$ cat config.mk
export PLATFORM = sky130hd
export DESIGN_NAME = fuzz_stim_sequencer
export DESIGN_NICKNAME = d
export VERILOG_FILES = /design/src/rtl/fuzz_pkg.sv /design/src/rtl/fuzz_stim_sequencer_misr32.sv /design/src/rtl/fuzz_stim_sequencer.sv
export SDC_FILE = /design/constraint.sdc
export NUM_CORES = 1
export LEC_CHECK = 0
export ABC_AREA = 1
export CORE_AREA = 2 2 152 154
export CTS_CLUSTER_DIAMETER = 80
export DETAILED_ROUTE_END_ITERATION = 10
export DIE_AREA = 0 0 154 156
export HOLD_SLACK_MARGIN = 0.02
export PLACE_DENSITY_LB_ADDON = 0.25
export SYNTH_ARGS = -nofsm -noshare
export SYNTH_HDL_FRONTEND = slang
export SYNTH_SLANG_ARGS = --single-unit
export TNS_END_PERCENT = 50
$ cat constraint.sdc
create_clock -name clk -period 3.04 [get_ports clk]
set_input_delay 0.608 -clock clk [delete_from_list [all_inputs] [get_ports clk]]
set_output_delay 0.608 -clock clk [all_outputs]
set_load 0.05 [all_outputs]
$ cat src/rtl/fuzz_pkg.sv
// rtl/fuzz_pkg.sv - shared types, constants and helper functions for the fuzz stimulus sequencer
package fuzz_pkg;

  typedef enum logic [1:0] {
    ST_IDLE    = 2'd0,
    ST_WAIT    = 2'd1,
    ST_CAPTURE = 2'd2,
    ST_DONE    = 2'd3
  } fuzz_state_t;

  // Tap masks select bits 31, 21, 1 and 0 (x^32+x^22+x^2+x+1)
  localparam logic [31:0] LFSR_TAPS         = 32'h8020_0003;
  localparam logic [31:0] LFSR_DEFAULT_SEED = 32'h0000_0001;
  localparam logic [31:0] MISR_TAPS         = 32'h8020_0003;

  // Widest response the fold helper accepts; narrower responses are zero-padded,
  // which leaves the XOR of chunks unchanged.
  localparam int FOLD_MAX_W = 1024;

  // XOR of the response split into 32-bit chunks
  function automatic logic [31:0] fold32(input logic [FOLD_MAX_W-1:0] y);
    logic [31:0] acc;
    acc = '0;
    for (int i = 0; i < FOLD_MAX_W / 32; i++) begin
      acc = acc ^ y[i*32 +: 32];
    end
    return acc;
  endfunction

  // Shift left by one, feeding in the parity of the tapped bits
  function automatic logic [31:0] tap_step(input logic [31:0] v, input logic [31:0] taps);
    return {v[30:0], ^(v & taps)};
  endfunction

  function automatic logic [31:0] lfsr_step(input logic [31:0] l);
    return tap_step(l, LFSR_TAPS);
  endfunction

endpackage

$ cat src/rtl/fuzz_stim_sequencer_misr32.sv
// rtl/fuzz_stim_sequencer_misr32.sv - 32-bit MISR folding a wide response word per enabled cycle
import fuzz_pkg::*;

module fuzz_misr32 #(
  parameter int DIN_W = 240
) (
  input  logic             clk,
  input  logic             rst_n,
  input  logic             clr,
  input  logic             en,
  input  logic [DIN_W-1:0] din,
  output logic [31:0]      sig
);

  logic [FOLD_MAX_W-1:0] din_pad;

  // Zero-extend the response so the shared fold helper can take any width up to FOLD_MAX_W
  always_comb begin
    din_pad = '0;
    din_pad[DIN_W-1:0] = din;
  end

  // Signature register: clear wins over enable; enable shifts and absorbs the folded word
  always_ff @(posedge clk) begin
    if (!rst_n) begin
      sig <= '0;
    end else if (clr) begin
      sig <= '0;
    end else if (en) begin
      sig <= tap_step(sig, MISR_TAPS) ^ fold32(din_pad);
    end
  end

endmodule

$ cat src/rtl/fuzz_stim_sequencer.sv
// rtl/fuzz_stim_sequencer.sv - steps a DUT through LFSR vectors and compresses its responses
import fuzz_pkg::*;

module fuzz_stim_sequencer #(
  parameter int IN_W    = 76,
  parameter int OUT_W   = 240,
  parameter int NUM_VEC = 22,
  parameter int SETTLE  = 1
) (
  input  logic                       clk,
  input  logic                       rst_n,
  input  logic                       start,
  input  logic                       abort,
  input  logic [31:0]                seed,
  input  logic [OUT_W-1:0]           dut_y,
  output logic [IN_W-1:0]            stim,
  output logic                       capture,
  output logic [$clog2(NUM_VEC):0]   vec_idx,
  output logic                       busy,
  output logic                       done,
  output logic [31:0]                signature
);

  localparam int VW = $clog2(NUM_VEC) + 1;
  localparam int CW = $clog2(SETTLE + 1) + 1;
  localparam logic [VW-1:0] LAST_IDX   = VW'(NUM_VEC - 1);
  localparam logic [CW-1:0] SETTLE_CNT = CW'(SETTLE);

  fuzz_state_t      state, state_nxt;
  logic [31:0]      lfsr;
  logic [CW-1:0]    cnt;
  logic [IN_W-1:0]  lfsr_rep;
  logic             start_ok;
  logic             do_capture;
  logic             last_vec;

  // State register
  always_ff @(posedge clk) begin
    if (!rst_n) begin
      state <= ST_IDLE;
    end else begin
      state <= state_nxt;
    end
  end

  // Next-state decode; abort overrides everything including a simultaneous start
  always_comb begin
    state_nxt  = state;
    start_ok   = 1'b0;
    do_capture = 1'b0;
    last_vec   = (vec_idx == LAST_IDX);
    if (abort) begin
      state_nxt = ST_IDLE;
    end else begin
      case (state)
        ST_IDLE, ST_DONE: begin
          if (start) begin
            state_nxt = ST_WAIT;
            start_ok  = 1'b1;
          end
        end
        ST_WAIT: begin
          if (cnt == '0) begin
            state_nxt = ST_CAPTURE;
          end
        end
        ST_CAPTURE: begin
          do_capture = 1'b1;
          state_nxt  = last_vec ? ST_DONE : ST_WAIT;
        end
        default: state_nxt = ST_IDLE;
      endcase
    end
  end

  // LFSR word replicated across the stimulus bus: {lfsr,lfsr,...} truncated to IN_W
  always_comb begin
    lfsr_rep = '0;
    for (int i = 0; i < IN_W; i++) begin
      lfsr_rep[i] = lfsr[i % 32];
    end
  end

  // Stimulus, vector index, settle counter, LFSR and registered status flags
  always_ff @(posedge clk) begin
    if (!rst_n) begin
      stim    <= '0;
      vec_idx <= '0;
      cnt     <= '0;
      lfsr    <= '0;
      busy    <= 1'b0;
      done    <= 1'b0;
      capture <= 1'b0;
    end else begin
      busy    <= (state_nxt == ST_WAIT) || (state_nxt == ST_CAPTURE);
      done    <= (state_nxt == ST_DONE);
      capture <= (state_nxt == ST_CAPTURE);
      if (abort && ((state == ST_WAIT) || (state == ST_CAPTURE))) begin
        stim <= '0;
      end else if (start_ok) begin
        lfsr    <= (seed == 32'h0) ? LFSR_DEFAULT_SEED : seed;
        stim    <= '0;
        vec_idx <= '0;
        cnt     <= SETTLE_CNT;
      end else if ((state == ST_WAIT) && (cnt != '0)) begin
        cnt <= cnt - CW'(1);
      end else if (do_capture && !last_vec) begin
        vec_idx <= vec_idx + VW'(1);
        stim    <= lfsr_rep;
        lfsr    <= lfsr_step(lfsr);
        cnt     <= SETTLE_CNT;
      end
    end
  end

  fuzz_misr32 #(
    .DIN_W (OUT_W)
  ) u_misr (
    .clk   (clk),
    .rst_n (rst_n),
    .clr   (start_ok),
    .en    (do_capture),
    .din   (dut_y),
    .sig   (signature)
  );

endmodule

== After elaboration in Yosys (flattened, before gate mapping) ==
Cells that the tools add are included.

* Logic and storage cells: 70
* Register bits: 153
* Input bits: 276
* Output and inout bits: 117

* Bitwise gates (word level): 11
* Mux-type cells: 20
* Reductions and logical operators: 20
* Equality and inequality tests: 8
* Add/subtract/negate cells: 2

{| class="wikitable"
|+ Operators with widths
! cell !! count
|-
| XOR 32 bit || 7
|-
| two-way mux 32 bit || 4
|-
| XOR reduction 32 bit || 2
|-
| logical NOT 32 bit || 1
|-
| XOR 32 x 16 -> 32 bit || 1
|-
| two-way mux 6 bit || 3
|-
| two-way mux 2 bit || 7
|-
| == test 2 bit, second input constant || 4
|-
| adder 6 x 1 -> 6 bit, second input constant || 1
|-
| == test 6 x 5 -> 1 bit, second input constant || 1
|-
| one-hot mux 2 bit (3 select lines) || 1
|-
| two-way mux 1 bit || 5
|-
| == test 2 x 1 -> 1 bit, second input constant || 2
|-
| logical NOT 2 bit || 2
|-
| AND reduction 2 bit || 2
|-
| nonzero test 2 bit || 2
|-
| OR reduction 2 bit || 2
|-
| logical AND 1 bit || 3
|-
| NOT 1 bit || 3
|-
| AND reduction 3 bit || 1
|-
| nonzero test 3 bit || 1
|-
| OR reduction 3 bit || 1
|-
| logical OR 1 bit || 2
|-
| inequality test 2 bit, second input constant || 1
|-
| 2 further kinds || 2
|}

== Depth between registers and ports, before layout ==
Gate-level depths: netlist of the first run.

* Word-level depth: 8
* Gate-level depth with buffers: 11
* Depth with buffers taken out: 10

== Modules after synthesis ==
From an unflattened synthesis of the first run, not the netlist that was laid out.

* Cells, all modules: 1,435
* Area, all modules: 8,464.4 µm²

{| class="wikitable"
|+ By module, submodules not included
! module !! area an instance (µm²) !! cells an instance !! seq. area each (µm²) !! times used
|-
| fuzz_misr32 || 4,660.7 || 879 || 640.6 || 1
|-
| fuzz_stim_sequencer || 3,803.6 || 556 || 1,541.5 || 1
|}

== Least setup slack after synthesis of the first run ==
Ideal clock, no wire load.

* Path kind: register to register
* Start point: reg vec_idx[0]
* End point: reg lfsr[17]
* Required time: 2.924 ns
* Cell stages (with the launch flop): 9
* Arrival time: 1.755 ns
* Period minus slack after synthesis: 1.870 ns
* Library setup time: 0.116 ns
* Path slack: 1.170 ns
* Path buffers: 2
* Path through: dfxtp_1 > ha_1 > nand4_2 > nand3_4 > nand2_2 > buf_6 > buf_6 > o21ai_0 > nor2_1

* Cells in the longest elaborated chain, start to end: 5

{| class="wikitable"
|+ Ends and longest elaborated chain
! item !! line !! text
|-
| start: declaration || fuzz_stim_sequencer.sv:18 || <nowiki>output logic [$clog2(NUM_VEC):0] vec_idx,</nowiki>
|-
| start signal: assignment || fuzz_stim_sequencer.sv:108 || <nowiki>vec_idx <= vec_idx + VW'(1);</nowiki>
|-
| == test 6 x 5 -> 1 bit || fuzz_stim_sequencer.sv:51 || <nowiki>last_vec = (vec_idx == LAST_IDX);</nowiki>
|-
| logical NOT 1 bit || fuzz_stim_sequencer.sv:107 || <nowiki>end else if (do_capture && !last_vec) begin</nowiki>
|-
| logical AND 1 bit || fuzz_stim_sequencer.sv:107 ||
|-
| nonzero test 2 bit (no source line) || -- ||
|-
| AND reduction 3 bit (no source line) || -- ||
|-
| end signal: assignment || fuzz_stim_sequencer.sv:101 || <nowiki>lfsr <= (seed == 32'h0) ? LFSR_DEFAULT_SEED : seed;</nowiki>
|-
| end signal: assignment || fuzz_stim_sequencer.sv:110 || <nowiki>lfsr <= lfsr_step(lfsr);</nowiki>
|-
| end: declaration || fuzz_stim_sequencer.sv:30 || <nowiki>logic [31:0] lfsr;</nowiki>
|}

Every way passes these cells.
A chain may end at the register's enable or synchronous reset.

== Final worst setup path of the first run ==
* Start point: reg vec_idx[0]
* End point: out vec_idx[0]

No word-level cell between the ends.

==> results of run 1 <==
==> power by group <==
part,switching (W),internal (W),total [W]
clock network,0.000572,0.000741,0.00131
registers,0.0000350,0.00147,0.00150
logic,0.000586,0.000632,0.00122
==> flip-flops by register name (all words and copies together) (netlist names) <==
register and flops:
busy 1, capture 1, cnt 2, done 1
lfsr 32, state 2, stim 32, u_misr.sig 32
vec_idx 6
==> metrics by stage <==
stage | setup WS, ns | total power, W | hold WS, ns | cells | area [sq um]
finish | 0.717 | 0.00404 | 0.469 | 2061 | 12600
floorplan | 1.17 | 0.00222 | 0.439 | 1435 | 8450
global route | 0.644 | 0.00430 | 0.497 | 2061 | 12600
global placement | 0.528 | 0.00273 | 0.450 | 2045 | 12300
CTS | 0.693 | 0.00409 | 0.472 | 2061 | 12600
detailed placement | 0.499 | 0.00276 | 0.462 | 2045 | 12300
==> routing by layer <==
metal  GRT usage, %  vias to the layer above  part of all wire [%]
met5              0                        -                     0
met1           22.6                     4090                    40
met3           3.86                       42                   6.7
li1               -                     5102                     -
met2           39.6                      315                    51
met4           7.08                        0                   2.8
==> layout make-up <==
class / count / share of cell area, %
multi-input combinational: 1064 / 40.0
timing repair buffer: 404 / 31.8
sequential: 109 / 17.3
inverter: 183 / 5.45
tap: 285 / 2.82
clock buffer: 10 / 1.81
clock inverter: 6 / 0.831
==> cells by family (layout without fill, tap and decap cells) <==
kind of cell               count (synthesis)  after routing  share of synthesized area, %
adders and majority gates                  7              7                          1.04
AOI/OAI and AO/OA                        136            136                          8.09
xor gates and xnor gates                  83             83                          8.61
buffers and inverters                    262            603                          14.4
and+or+nand+nor                          838            838                          42.1
DFF                                      109            109                          25.8
==> synthesized netlist by cell type <==
cell and n:
o21ai_0 62, o211ai_1 1, inv_1 178, buf_4 44, inv_2 2, dfxtp_1 109
nand3b_1 16, inv_4 1, buf_2 13, nand4_1 2, nand3_1 179, nor3_1 4
nor2_2 3, nand2_1 496, buf_6 6, nand3_4 1, or2_2 31, nand2_2 1
nand4_2 1, xnor2_1 80, clkbuf_1 13, buf_1 3, ha_1 7, nand2b_1 2
a21oi_1 73, nor2_1 102, xor2_1 3, clkinv_1 2
==> path summary, 6_finish.rpt <==
check / startpoint / to / slack [ns]
max: vec_idx[0] / vec_idx[0] / 0.72
min reg2reg: cnt[1] / cnt[1] / 0.47
min: cnt[1] / cnt[1] / 0.47
max reg2reg: vec_idx[0] / vec_idx[1] / 0.89
==> run metrics, run 1 <==
DRT iter0 DRCs 389; Critical path buffers and inverters 1; unrepaired setup endpoints after global routing false; Fin Clk Skew 0.00993 ns; area occupied by multi-input gates 5060 sq um; cts repair resizes 0; share of cells above drive strength 1 3.77%; GR Util All Layers 20.6%; IO Port Bufs 392; Seq/Total Area, Yosys 25.8%; status completed; slew of the pin with the lowest slew margin 0.598 ns; final wirelength 25,200 microns; CTS tree done; initial antenna violation count 0; setup violators final 0; CP Max Fanout 7; endpoints failing hold 0; Critical Path AT 1.72 ns; yosys warns 0; Die Y 156 microns; Root Buffer clkbuf_16; critical path class reg2out; most frequent cells in the layout nand2_1 (496), clkdlybuf4s50_1 (392), nand3_1 (179), inv_1 (178), dfxtp_1 (109); Clock Pin Slew Worst Setup and Hold Paths 0.07 ns; n_diodes 0; ordered list of cells on the worst path clkdlybuf4s50_1; vias 9,549; antenna viol nets, final 0; Max Cap Violations 0; RePlAce Congestion 0.811; max incr delay on CP 0.89 ns; Fill cells 2,165; CTS buffer count 9; largest net degree at the start of global routing 36; R2R depth 8; Area Growth Syn to Fin 49.7%; most common cell after layout, fill and taps aside nand2_1; Die Area 24,000 sq um; Pwr Density 319 nW/um^2; hold_buf cts 0; synth top area cells dfxtp_1 (26%), nand2_1 (22%), nand3_1 (11%); Tcrit/Tclk final 76.4%; Final Max Slew Viols 0; Synthesized Nets 1,718; setup TNS 0 ns; Setup crit start kind flop; I/O pin cnt 393; Slew HR 60.0%; Vias/cell 4.63; drt drc 0; largest area contributor in the netlist dfxtp_1; Setup crit end kind output pin; Core Region 22,400 sq um; VDD IR-drop max 205 uV; Util after Layout 56.5%; synth unique cells 28; hold path cells 2; Tightest Hold Check Type reg2reg; total congestion overflow 0; total iterations of the first detailed-routing run 5; CTS max path bufs 2; setup bufs post-CTS 0; Mapped Cells 1,435; Slowest-stage cell, CP clkdlybuf4s50_1; Critical Path RT 2.43 ns; die width 154 microns; CP top delay family buffers and inverters; initial core utilization 37.8%; leakage power 5.74 nW; HPWL after detailed placement 20,800 microns; minimum clock period 2.32 ns; CTS Sinks 109; Nets 2,054; Syn Std Cell Area 8450 sq um; Mapped Avg Cell Area 5.89 sq um; Sequential Area 2180 sq um; vias in the first global route 8,906; drt wl/cell 12.2 microns; Achievable Freq 430 MHz; CP Depth 1; H-tree Lvls 3; Rows 55; Seq cells post-synth 109; global-route wire length before repair 40,900 microns; Clock Latency Late Sink 0.35 ns; share of the synthesized area in the top cell type 25.8%
No activity file was read; power rests on OpenSTA's default activity.
==> run 2: changes to the inputs <==
--- a/config.mk
+++ b/config.mk
@@ -6,10 +6,11 @@
 export NUM_CORES = 1
 export LEC_CHECK = 0
 export ABC_AREA = 1
-export CORE_AREA = 2 2 152 154
+export CORE_ASPECT_RATIO = 0.6
+export CORE_MARGIN = 1
+export CORE_UTILIZATION = 38
 export CTS_CLUSTER_DIAMETER = 80
 export DETAILED_ROUTE_END_ITERATION = 10
-export DIE_AREA = 0 0 154 156
 export HOLD_SLACK_MARGIN = 0.02
 export PLACE_DENSITY_LB_ADDON = 0.25
 export SYNTH_ARGS = -nofsm -noshare
==> constraint.sdc (replaced) <==
create_clock -name clk -period 2.1 [get_ports clk]
set_input_delay 0.42 -clock clk [delete_from_list [all_inputs] [get_ports clk]]
set_output_delay 0.42 -clock clk [all_outputs]
set_load 0.05 [all_outputs]
==> run 2 against run 1 <==
  * Core utilization increased by 3.1 points
  * Setup slack worse by 0.65 ns
  * Sequential cell count unchanged
  * Clock skew increased by 0.0075 ns
  * Combinational power is 48% higher
  * Clock-buffer cell count unchanged
  * Cell count grew 0.29%
  * Largest power group unchanged
  * Highest routed layer unchanged
==> run metrics, run 2 (synthesized netlist as in run 1, its figures left out) <==
initial antenna violation count 0; endpoints failing hold 0; Critical Path AT 1.62 ns; R2R depth 10; GR Util All Layers 22.8%; status completed; drt wl/cell 12.8 microns; vias in the first global route 8,914; HPWL after detailed placement 21,700 microns; global-route wire length before repair 43,000 microns; vias 9,743; area post-placement 12,400 sq um; Area Growth Syn to Fin 51.1%; I/O pin cnt 393; max incr delay on CP 0.85 ns; total iterations of the first detailed-routing run 6; IO Port Bufs 392; fin area 12,800 sq um; Root Buffer clkbuf_16; CP Depth 1; Setup crit end kind output pin; setup TNS 0 ns; Nets 2,066; H-tree Lvls 3; critical path class reg2out; n_diodes 0; die width 194 microns; ordered list of cells on the worst path clkdlybuf4s50_1; Achievable Freq 491 MHz; CP top delay family buffers and inverters; Slew HR 61.8%; largest net degree at the start of global routing 40; most common cell after layout, fill and taps aside nand2_1; minimum clock period 2.04 ns; slew of the pin with the lowest slew margin 0.571 ns; hold_buf cts 0; Pwr Density 452 nW/um^2; unrepaired setup endpoints after global routing false; drt drc 0; RePlAce Congestion 0.814; Tcrit/Tclk final 97.0%; Rows 41; Critical path buffers and inverters 1; Clock Pin Slew Worst Setup and Hold Paths 0.08 ns; Vias/cell 4.71; initial core utilization 39.5%; Die Area 22,800 sq um; Top Registers lfsr: 32 flops, stim: 32 flops, u_misr.sig: 32 flops; Final Max Slew Viols 0; share of cells above drive strength 1 4.98%; most frequent cells in the layout nand2_1 (496), clkdlybuf4s50_1 (380), nand3_1 (179), inv_1 (178), dfxtp_1 (109); CTS tree done; antenna viol nets, final 0; Die Y 117 microns; Core Region 21,400 sq um; leakage power 5.89 nW; Hold Slack 0.467 ns; CTS max path bufs 2; Fin Clk Skew 0.0175 ns; Setup crit start kind flop; Critical Path RT 1.68 ns; total congestion overflow 0; VDD IR-drop max 408 uV; CP Max Fanout 4; Tightest Hold Check Type reg2reg; Max Cap Violations 0; CTS Sinks 109; DRT iter0 DRCs 461; setup violators final 0; hold path cells 2; CTS buffer count 9; Clock Latency Late Sink 0.35 ns; Slowest-stage cell, CP clkdlybuf4s50_1; final wirelength 26,400 microns
-- run 2: cell count changes in the layout (fill, tap and decap cells not counted) --
cell / before / now
buf_4: 11 / 26
clkdlybuf4s50_1: 392 / 380
buf_12: 1 / 7
dlymetal6s2s_1: 0 / 3
bufinv_16: 2 / 0
inv_6: 1 / 3
clkbuf_1: 1 / 0
clkbuf_8: 0 / 1
clkinv_8: 1 / 2
inv_8: 1 / 0
-- run 2: metrics by stage --
stage          power [W]  utilization [%]  setup WS, ns  cells
6_report         0.00576             59.7        0.0627   2067
5_1_grt          0.00611             59.7        0.0184   2067
4_1_cts          0.00581             59.6       0.00428   2067
3_5_place_dp     0.00404             58.2        0.0592   2051
3_3_place_gp     0.00399             58.2        0.0894   2051
2_1_floorplan    0.00321                -         0.230   1435
-- run 2: layer usage --
metal  up-vias  part of all wire [%]  track usage, %
li1       5133                     -               -
met1      4309                    45            28.8
met2       279                    47            39.7
met3        22                   6.0            4.58
met4         0                   1.6            5.11
met5         -                     0               0
-- run 2: final timing paths --
kind | start | end | slack, ns
worst max-delay path | vec_idx[4] | vec_idx[4] | 0.06
worst min-delay path | cnt[1] | cnt[1] | 0.47
worst max register to register | state[0] | u_misr.sig[16] | 0.25
worst min register to register | cnt[1] | cnt[1] | 0.47
-- run 2: area by class of cell --
cell class / instances / area (sq um)
Timing Repair Buffer: 416 / 4180
Clock buffer: 10 / 239
Multi-Input combinational cell: 1064 / 5060
Fill cell: 2031 / 8630
Sequential cell: 109 / 2180
Tap cell: 279 / 349
Inverter: 183 / 689
Clock inverter: 6 / 67.6
-- run 2: repair_timing --
item                       in CTS  in global routing
hold endpoints to repair        0                  0
resized for setup               0                  3
setup endpoints to repair       0                  3
buffers inserted                0                  0
-- run 2: power breakdown --
part,internal [W],switching [W],leakage [nW]
clock network,0.000877,0.000893,0.150
logic,0.000947,0.000868,4.85
registers,0.00213,0.0000530,0.884
total,0.00395,0.00181,5.89
-- run 2: tightest hold or removal path, stage by stage, from the launching register on --
cell	delay (ns)
dfxtp_1	0.31
nand2_1	0.06
a21oi_1	0.05
==> run 3: changes to the inputs <==
--- a/config.mk
+++ b/config.mk
@@ -6,6 +6,7 @@
 export NUM_CORES = 1
 export LEC_CHECK = 0
 export ABC_AREA = 1
+export CAP_MARGIN = 0
 export CORE_ASPECT_RATIO = 0.6
 export CORE_MARGIN = 1
 export CORE_UTILIZATION = 38
==> results of run 3 <==
No change in the layout: final DEF, timing and power equal those of run 2.
